===== src/rtl/dadda_mul_arbiter_if.sv =====
// Bus bundle between N_REQ requesters, the shared multiplier and the single result consumer.
// The arbiter takes the slave view; the environment takes the master view.
interface dadda_mul_arbiter_if #(
  parameter int BIT_NUM = 11,
  parameter int N_REQ   = 4,
  parameter int P_W     = 2*BIT_NUM+1,
  parameter int ID_W    = $clog2(N_REQ)
);
  logic [N_REQ-1:0]         req_valid;
  logic [N_REQ-1:0]         req_ready;
  logic [N_REQ*BIT_NUM-1:0] req_a;
  logic [N_REQ*BIT_NUM-1:0] req_b;
  logic signed [BIT_NUM-1:0] mul_a;
  logic signed [BIT_NUM-1:0] mul_b;
  logic                     mul_en;
  logic signed [P_W-1:0]    mul_p;
  logic                     out_valid;
  logic                     out_ready;
  logic signed [P_W-1:0]    out_p;
  logic [ID_W-1:0]          out_id;
  logic                     busy;

  modport slave (
    input  req_valid, req_a, req_b, mul_p, out_ready,
    output req_ready, mul_a, mul_b, mul_en, out_valid, out_p, out_id, busy
  );

  modport master (
    output req_valid, req_a, req_b, mul_p, out_ready,
    input  req_ready, mul_a, mul_b, mul_en, out_valid, out_p, out_id, busy
  );
endinterface


===== src/rtl/dadda_mul_arbiter.sv =====
// Round-robin front end for one shared pipelined signed multiplier; a tag pipeline
// matched to the multiplier depth returns each product with its requester ID.
module dadda_mul_arbiter #(
  parameter int BIT_NUM = 11,
  parameter int N_REQ   = 4,
  parameter int MUL_LAT = 2,
  parameter int ID_W    = $clog2(N_REQ)
) (
  input  logic clk,
  input  logic rst,
  dadda_mul_arbiter_if.slave bus
);

  logic [MUL_LAT-1:0] r_vld_sr;
  logic [ID_W-1:0]    r_id_sr [MUL_LAT];
  logic [ID_W-1:0]    r_rr_ptr;

  logic               w_any;
  logic [ID_W-1:0]    w_gnt;
  logic               w_issue;
  logic [N_REQ-1:0]   w_onehot;

  // Explicit modulo wrap so non-power-of-two N_REQ never yields an index >= N_REQ.
  function automatic logic [ID_W-1:0] wrap_idx(input logic [ID_W-1:0] base, input int off);
    int s;
    s = int'(base) + off;
    if (s >= N_REQ) s = s - N_REQ;
    return ID_W'(s);
  endfunction

  assign bus.mul_en = rst | !(r_vld_sr[MUL_LAT-1] && !bus.out_ready);

  // Searching from the far end lets the requester nearest rr_ptr win.
  always_comb begin
    w_any = 1'b0;
    w_gnt = '0;
    for (int k = N_REQ-1; k >= 0; k--) begin
      if (bus.req_valid[wrap_idx(r_rr_ptr, k)]) begin
        w_any = 1'b1;
        w_gnt = wrap_idx(r_rr_ptr, k);
      end
    end
  end

  assign w_issue = w_any && bus.mul_en && !rst;

  always_comb begin
    w_onehot = '0;
    if (w_issue) w_onehot[w_gnt] = 1'b1;
  end

  assign bus.req_ready = w_onehot;
  assign bus.mul_a     = w_issue ? bus.req_a[w_gnt*BIT_NUM +: BIT_NUM] : '0;
  assign bus.mul_b     = w_issue ? bus.req_b[w_gnt*BIT_NUM +: BIT_NUM] : '0;

  assign bus.out_valid = r_vld_sr[MUL_LAT-1] && !rst;
  assign bus.out_id    = r_id_sr[MUL_LAT-1];
  assign bus.out_p     = bus.mul_p;
  assign bus.busy      = (|r_vld_sr) && !rst;

  // Tag pipeline: advances in lockstep with the multiplier registers via mul_en.
  always_ff @(posedge clk) begin
    if (rst) begin
      r_vld_sr <= '0;
      r_rr_ptr <= '0;
      for (int k = 0; k < MUL_LAT; k++) r_id_sr[k] <= '0;
    end else if (bus.mul_en) begin
      r_vld_sr[0] <= w_issue;
      r_id_sr[0]  <= w_gnt;
      for (int k = 1; k < MUL_LAT; k++) begin
        r_vld_sr[k] <= r_vld_sr[k-1];
        r_id_sr[k]  <= r_id_sr[k-1];
      end
      if (w_issue) r_rr_ptr <= (w_gnt == ID_W'(N_REQ-1)) ? '0 : w_gnt + 1'b1;
    end
  end

endmodule


===== src/flat_wrapper.sv =====
// flat-port wrapper written by rule: the top's interface ports become plain ports
module dadda_mul_arbiter_flat 
#(
  parameter int BIT_NUM = 11,
  parameter int N_REQ   = 4,
  parameter int MUL_LAT = 2,
  parameter int ID_W    = $clog2(N_REQ)
)
  (clk, rst, bus_req_valid, bus_req_a, bus_req_b, bus_mul_p, bus_out_ready, bus_req_ready, bus_mul_a, bus_mul_b, bus_mul_en, bus_out_valid, bus_out_p, bus_out_id, bus_busy);
  dadda_mul_arbiter_if #(.BIT_NUM(BIT_NUM), .N_REQ(N_REQ), .P_W((2*BIT_NUM+1)), .ID_W(ID_W)) bus_i ();
  input  logic clk;
  input  logic rst;
  input wire logic [$bits(bus_i.req_valid)-1:0] bus_req_valid;
  input wire logic [$bits(bus_i.req_a)-1:0] bus_req_a;
  input wire logic [$bits(bus_i.req_b)-1:0] bus_req_b;
  input wire logic [$bits(bus_i.mul_p)-1:0] bus_mul_p;
  input wire logic [$bits(bus_i.out_ready)-1:0] bus_out_ready;
  output wire logic [$bits(bus_i.req_ready)-1:0] bus_req_ready;
  output wire logic [$bits(bus_i.mul_a)-1:0] bus_mul_a;
  output wire logic [$bits(bus_i.mul_b)-1:0] bus_mul_b;
  output wire logic [$bits(bus_i.mul_en)-1:0] bus_mul_en;
  output wire logic [$bits(bus_i.out_valid)-1:0] bus_out_valid;
  output wire logic [$bits(bus_i.out_p)-1:0] bus_out_p;
  output wire logic [$bits(bus_i.out_id)-1:0] bus_out_id;
  output wire logic [$bits(bus_i.busy)-1:0] bus_busy;
  assign bus_i.req_valid = bus_req_valid;
  assign bus_i.req_a = bus_req_a;
  assign bus_i.req_b = bus_req_b;
  assign bus_i.mul_p = bus_mul_p;
  assign bus_i.out_ready = bus_out_ready;
  assign bus_req_ready = bus_i.req_ready;
  assign bus_mul_a = bus_i.mul_a;
  assign bus_mul_b = bus_i.mul_b;
  assign bus_mul_en = bus_i.mul_en;
  assign bus_out_valid = bus_i.out_valid;
  assign bus_out_p = bus_i.out_p;
  assign bus_out_id = bus_i.out_id;
  assign bus_busy = bus_i.busy;
  dadda_mul_arbiter #(.BIT_NUM(BIT_NUM), .N_REQ(N_REQ), .MUL_LAT(MUL_LAT), .ID_W(ID_W)) u_core (.clk(clk), .rst(rst), .bus(bus_i));
endmodule

===== config.mk =====
export PLATFORM = sky130hd
export DESIGN_NAME = dadda_mul_arbiter_flat
export DESIGN_NICKNAME = d
export VERILOG_FILES = /design/src/rtl/dadda_mul_arbiter_if.sv /design/src/rtl/dadda_mul_arbiter.sv /design/src/flat_wrapper.sv
export SDC_FILE = /design/constraint.sdc
export NUM_CORES = 1
export LEC_CHECK = 0
export ABC_CLOCK_PERIOD_IN_PS = 2500
export BUFFER_PORTS_ARGS = -buffer_cell sky130_fd_sc_hd__buf_2
export CELL_PAD_IN_SITES_DETAIL_PLACEMENT = 0
export CELL_PAD_IN_SITES_GLOBAL_PLACEMENT = 2
export CORE_ASPECT_RATIO = 1.5
export CORE_MARGIN = 2
export CORE_UTILIZATION = 17
export DETAILED_ROUTE_END_ITERATION = 16
export PLACE_DENSITY = 0.89
export SKIP_LAST_GASP = 1
export SLEW_MARGIN = 20
export SYNTH_ARGS = -nofsm -noshare
export SYNTH_HDL_FRONTEND = slang
export SYNTH_SLANG_ARGS = --single-unit

===== constraint.sdc =====
create_clock -name clk -period 2.5 [get_ports clk]
set_input_delay 0.125 -clock clk [delete_from_list [all_inputs] [get_ports clk]]
set_output_delay 0.125 -clock clk [all_outputs]
set_load 0.1 [all_outputs]

==> results.ini, run 1 <==
[timing]
rsz0062_at_grt=no
fmax_mhz=450.9
fin_tns_setup_ns=0
relSlewSlack=0.6763
final.min_clock_period_ns=2.218
finalHoldViolCount=0
setup_violations=0
setup_slack_ns=0.2821
skew_ns=0.0008513
worst_slew_pin_slew_ns=0.4890
report.final.slew_viol_count=0
min_period_over_period=0.8872

[logic_synthesis]
synth_warnings=0
post_synth_num_cell_types=28
syn-num-nets=271
syn_area_sq_um=1469
avgSynthCellArea_sq_um=9.858
synth.area.top_cells=mux2i_1, o22ai_2, buf_4
yosysSeqAreaShare=0.1363
async_flop_share=0
synth_top_area_cell=mux2i_1
synth_ff_type=edfxtp_1
synth_top_area_frac=0.3066
ys_ff_latch=8
synth_edf_count=4
synthCells=149

[finish]
layout.nets=369
final_common_cell=buf_2
layout_common_cells=buf_2, mux2i_1, buf_12
drive_gt1_frac=0.6531
area_growth_pct=66.95
diodes=0

[power_and_ir_drop]
cellPowerDensity_nw_per_um2=817.6
ir_worst_vdd_v=0.0003424
p_leak_uw=0.001164

[floorplan]
std_cell_rows=41
die_area_sq_um=9415
initial_core_util=0.1746
die_h_um=117.8
io_pins=172
coreArea_sq_um=8413
die_w_um=79.90

[detailed_routing]
drtPass1Iterations=4
drtIter0Drc=33
wl_um=4526
remaining_drc_errors=0
wl_per_cell_um=12.86
vias=1487
drtAntennaViolNets=0
vias_per_cell=4.224

[clock_network]
cts-resized-gates=0
cts_tree=built
clk_pin_slew_ns=0.04
cts.sinks=8
cts-root-buf=clkbuf_16
htreeDepth=1
cts_buffers=3
clk_path_buf_depth=2
clkLatencyLatePin_ns=0.23
hold_buffers=0
cts_setup_buffers=0

[setup_path]
critPathRequiredTime_ns=2.38
crit_chain=mux2i_1 > nor2_1 > nor3_4 > nand2b_4 > o22ai_2 > buf_12
crit_type=flop to output port
r2r_cells=5
crit_slowest_cell=dfxtp_1
endpoint_kind=output port
timing.rr.start=u_core.r_rr_ptr[1]
rr_endpoint=u_core.r_rr_ptr[0]
max_stage_delay_ns=0.45
cp.arrival_ns=2.09
ff2ff_setup_slack_ns=0.77
critPathLaunchType=flop
crit_path_max_fanout=23

[outcome]
status=finished, final reports clean

[worst_hold_path]
hold_class=primary input to flop
hp-start=rst
holdPathStages=2
whs_endpoint=u_core.r_vld_sr[1]

[place]
gp_congestion=0.7356
port_buffers=125
dp_slack_ns=0.4779
dp_hpwl_um=3893

[job]
drv_cap=0

[grt]
grt_pass1_wl_um=7176
grt_pass1_vias=1546
overflow=0
antenna_found_initial=1
grt_usage=0.09528
grt_max_degree=49

sequential cells by signal, summed over array words and instances (netlist names):
signal and flops:
u_core.r_vld_sr 2, u_core.r_rr_ptr 2, u_core.r_id_sr 4
final cells by class:
cell class / instances / area, sq um
Inverter: 6 / 22.52
Timing Repair Buffer: 127 / 1026
Multi-Input combinational cell: 101 / 994.7
Tap cell: 107 / 133.9
Sequential cell: 8 / 200.2
Fill cell: 910 / 5961
Clock buffer: 3 / 75.07
cells by family after synthesis:
| family | count (synthesis) | synth area share |
|---|---|---|
| buffers and inverters | 40 | 0.2104 |
| and+or+nand+nor | 20 | 0.08860 |
| muxes | 45 | 0.3066 |
| DFF | 8 | 0.1363 |
| AOI/OAI and AO/OA | 32 | 0.2240 |
| adders and majority gates | 4 | 0.03407 |
power breakdown:
group / switching [uW] / internal, uW / total [uW]
Combinational: 986 / 579 / 1570
Clock: 57.9 / 206 / 264
Sequential: 15.8 / 160 / 176
Total: 1060 / 946 / 2010
layer usage:
metal / vias up / GRT usage / part of all wire
met2: 87 / 0.1917 / 0.57
li1: 713 / - / -
met3: 18 / 0.02531 / 0.10
met5: - / 0 / 0.0015
met1: 667 / 0.08463 / 0.31
met4: 2 / 0.03708 / 0.025
cells in the mapped netlist (2+ instances only):
| library cell | count |
|---|---|
| a21oi_1 | 4 |
| and2_1 | 7 |
| buf_4 | 25 |
| buf_6 | 7 |
| dfxtp_1 | 4 |
| edfxtp_1 | 4 |
| ha_1 | 4 |
| inv_1 | 5 |
| mux2i_1 | 45 |
| nand2_1 | 3 |
| nor2_1 | 3 |
| o21ai_0 | 2 |
| o22ai_1 | 3 |
| o22ai_2 | 19 |
worst max-delay path: cells and delay by family, from the launching register on:
kind,cells,cell delay [ns]
AO/OA/AOI/OAI,1,0.19
buffers and inverters,1,0.19
flip-flops,1,0.45
multiplexers,1,0.22
AND/OR/NAND/NOR,3,0.80
stage by stage:
step / hold slack [ns] / utilization / power [uW] / cell area [sq um] / cells
floorplan: 0.2254 / - / 1463 / 1493 / 149
global placement: 0.2507 / 0.2826 / 1750 / 2377 / 349
detailed placement: 0.2507 / 0.2826 / 1762 / 2377 / 349
CTS: 0.1715 / 0.2915 / 2031 / 2452 / 352
global route: 0.1891 / 0.2915 / 2088 / 2452 / 352
finish: 0.1723 / 0.2915 / 2005 / 2452 / 352
worst max-delay path by stage:
stage                                   from              endpoint  cells past startpoint
final                     u_core.r_rr_ptr[1]          bus_mul_b[9]                      6
after detailed placement  u_core.r_rr_ptr[1]          bus_mul_b[9]                      7
after global placement    u_core.r_rr_ptr[1]          bus_mul_b[9]                      7
after global routing      u_core.r_rr_ptr[1]          bus_mul_b[9]                      6
after CTS                 u_core.r_rr_ptr[1]          bus_mul_b[9]                      7
after floorplan           u_core.r_vld_sr[1]  u_core.r_id_sr[0][0]                      2
Note: power is estimated with default switching activity, not from simulation.
==> run 2, diff against run 1 <==
- CORE_ASPECT_RATIO: 1.5 -> unset
- GPL_TIMING_DRIVEN: unset -> 1
==> results.ini, run 2 (same netlist as run 1, synthesis figures left out) <==
[finish]
final_cells=351  ; was 352
final_common_cell=buf_2  ; unchanged
fin_util=0.2940  ; was 0.2915
layout.nets=370  ; was 369
top_register=u_core.r_id_sr  ; unchanged
diodes=0  ; unchanged
reg_top3=u_core.r_id_sr (4), u_core.r_rr_ptr (2), u_core.r_vld_sr (2)  ; unchanged
largest_reg_flops=4  ; unchanged
area_growth_pct=66.10  ; was 66.95%
drive_gt1_frac=0.6585  ; was 0.6531
layout_common_cells=buf_2, mux2i_1, buf_12  ; unchanged

[detailed_routing]
vias_per_cell=4.134  ; was 4.224
drtIter0Drc=16  ; was 33
vias=1451  ; was 1487
remaining_drc_errors=0  ; unchanged
wl_um=4621  ; was 4526 um
wl_per_cell_um=13.17  ; was 12.86 um
drtPass1Iterations=4  ; unchanged
drtAntennaViolNets=0  ; unchanged

[setup_path]
crit_type=flop to output port  ; unchanged
critPathLaunchType=flop  ; unchanged
crit_path_max_fanout=21  ; was 23
critPathRequiredTime_ns=2.38  ; about the same
cp.arrival_ns=2.15  ; was 2.09 ns
endpoint_kind=output port  ; unchanged

[power_and_ir_drop]
combPwrFrac=0.827  ; was 0.781
ir_worst_vdd_v=0.0004173  ; was 0.0003424 V
p_int_uw=861.3  ; was 945.6 uW
pwr-share-seq=0.091  ; was 0.088
cellPowerDensity_nw_per_um2=789.5  ; was 817.6 nW/um^2
p_clk_frac=0.082  ; was 0.131
p_leak_uw=0.001157  ; was 0.001164 uW
power.switching_uw=1065  ; was 1060 uW
p_sw_frac=0.5529  ; was 0.5284

[timing]
fmax_mhz=438.8  ; was 450.9 MHz
rsz0062_at_grt=no  ; unchanged
finalHoldViolCount=0  ; unchanged
setup_slack_ns=0.2209  ; was 0.2821 ns
fin_tns_setup_ns=0  ; unchanged
setup_violations=0  ; unchanged
skew_ns=0.005799  ; was 0.0008513 ns
final.min_clock_period_ns=2.279  ; was 2.218 ns
min_period_over_period=0.9116  ; was 0.8872
relSlewSlack=0.6759  ; was 0.6763
report.final.slew_viol_count=0  ; unchanged
worst_slew_pin_slew_ns=0.4895  ; was 0.4890 ns

[clock_network]
htreeDepth=1  ; unchanged
hold_buffers=0  ; unchanged
clk_path_buf_depth=2  ; unchanged
clkLatencyLatePin_ns=0.23  ; about the same
clk_pin_slew_ns=0.05  ; was 0.04 ns
cts-root-buf=clkbuf_8  ; was clkbuf_16
cts_tree=built  ; unchanged
cts.sinks=8  ; unchanged
cts_buffers=3  ; unchanged

[outcome]
status=finished, final reports clean  ; unchanged

[floorplan]
die_area_sq_um=9400  ; was 9415 sq um
coreArea_sq_um=8299  ; was 8413 sq um
io_pins=172  ; unchanged
initial_core_util=0.1770  ; was 0.1746
die_w_um=96.96  ; was 79.90 um
die_h_um=96.96  ; was 117.8 um
std_cell_rows=33  ; was 41

[place]
gp_congestion=0.7310  ; was 0.7356
dp_hpwl_um=3923  ; was 3893 um
dp_slack_ns=0.3544  ; was 0.4779 ns
post-place-cells=348  ; was 349
port_buffers=125  ; unchanged

[grt]
overflow=0  ; unchanged
antenna_found_initial=0  ; was 1
grt_pass1_wl_um=7182  ; was 7176 um
grt_max_degree=24  ; was 49
grt_usage=0.09310  ; was 0.09528
grt_pass1_vias=1468  ; was 1546

[job]
drv_cap=0  ; unchanged

[worst_hold_path]
hold_class=primary input to flop  ; unchanged

[run 2: path summary, 6_finish.rpt]
| path | from | end | slack [ns] | cells after the start |
|---|---|---|---|---|
| max | u_core.r_rr_ptr[0] | bus_mul_b[10] | 0.22 | 7 |
| min | rst | u_core.r_rr_ptr[0] | 0.17 | 2 |
| max reg2reg | u_core.r_rr_ptr[1] | u_core.r_rr_ptr[0] | 0.75 | 5 |
| min reg2reg | u_core.r_vld_sr[0] | u_core.r_vld_sr[0] | 0.48 | 2 |
[run 2: layout make-up]
class | instances | area (sq um)
repair buffers | 128 | 1046
inverters | 6 | 22.52
clock buffers | 3 | 41.29
flip-flops and latches | 8 | 200.2
multi-input cells | 101 | 998.5
fillers | 887 | 5859
well taps | 105 | 131.4
[run 2: per-stage QoR]
stage	total power, uW	cell area [sq um]	hold WS, ns
2_1_floorplan	1463	1493	0.2254
3_3_place_gp	1777	2395	0.2507
3_5_place_dp	1788	2395	0.2507
4_1_cts	1949	2436	0.1720
5_1_grt	2010	2440	0.1725
6_report	1926	2440	0.1716
[run 2: timing repair]
| item | in CTS | in global routing |
|---|---|---|
| setup buffers | 0 | 0 |
| resized for setup | 0 | 1 |
| setup endpoints to repair | 0 | 1 |
[run 2: worst max-delay path, stage by stage, from the launching register on]
cell and delay, ns:
dfxtp_1 0.33, inv_1 0.08, a21oi_1 0.23, a2bb2oi_4 0.36, buf_12 0.25, mux2i_2 0.35, o22ai_2 0.14, buf_12 0.19
[run 2: power groups by stage]
stage | sequential, uW | clock (uW) | combinational (uW)
2_1_floorplan | 173 | 0 | 1290
3_3_place_gp | 176 | 0 | 1600
3_5_place_dp | 178 | 0 | 1610
4_1_cts | 176 | 162 | 1610
5_1_grt | 177 | 172 | 1660
6_report | 175 | 158 | 1590
[run 2: per-layer routing]
layer | up-vias | part of all wire | global-route usage
met5 | - | 0 | 0
met4 | 0 | 0.015 | 0.02492
met3 | 11 | 0.087 | 0.02095
met2 | 80 | 0.50 | 0.1672
met1 | 644 | 0.39 | 0.1110
li1 | 716 | - | -
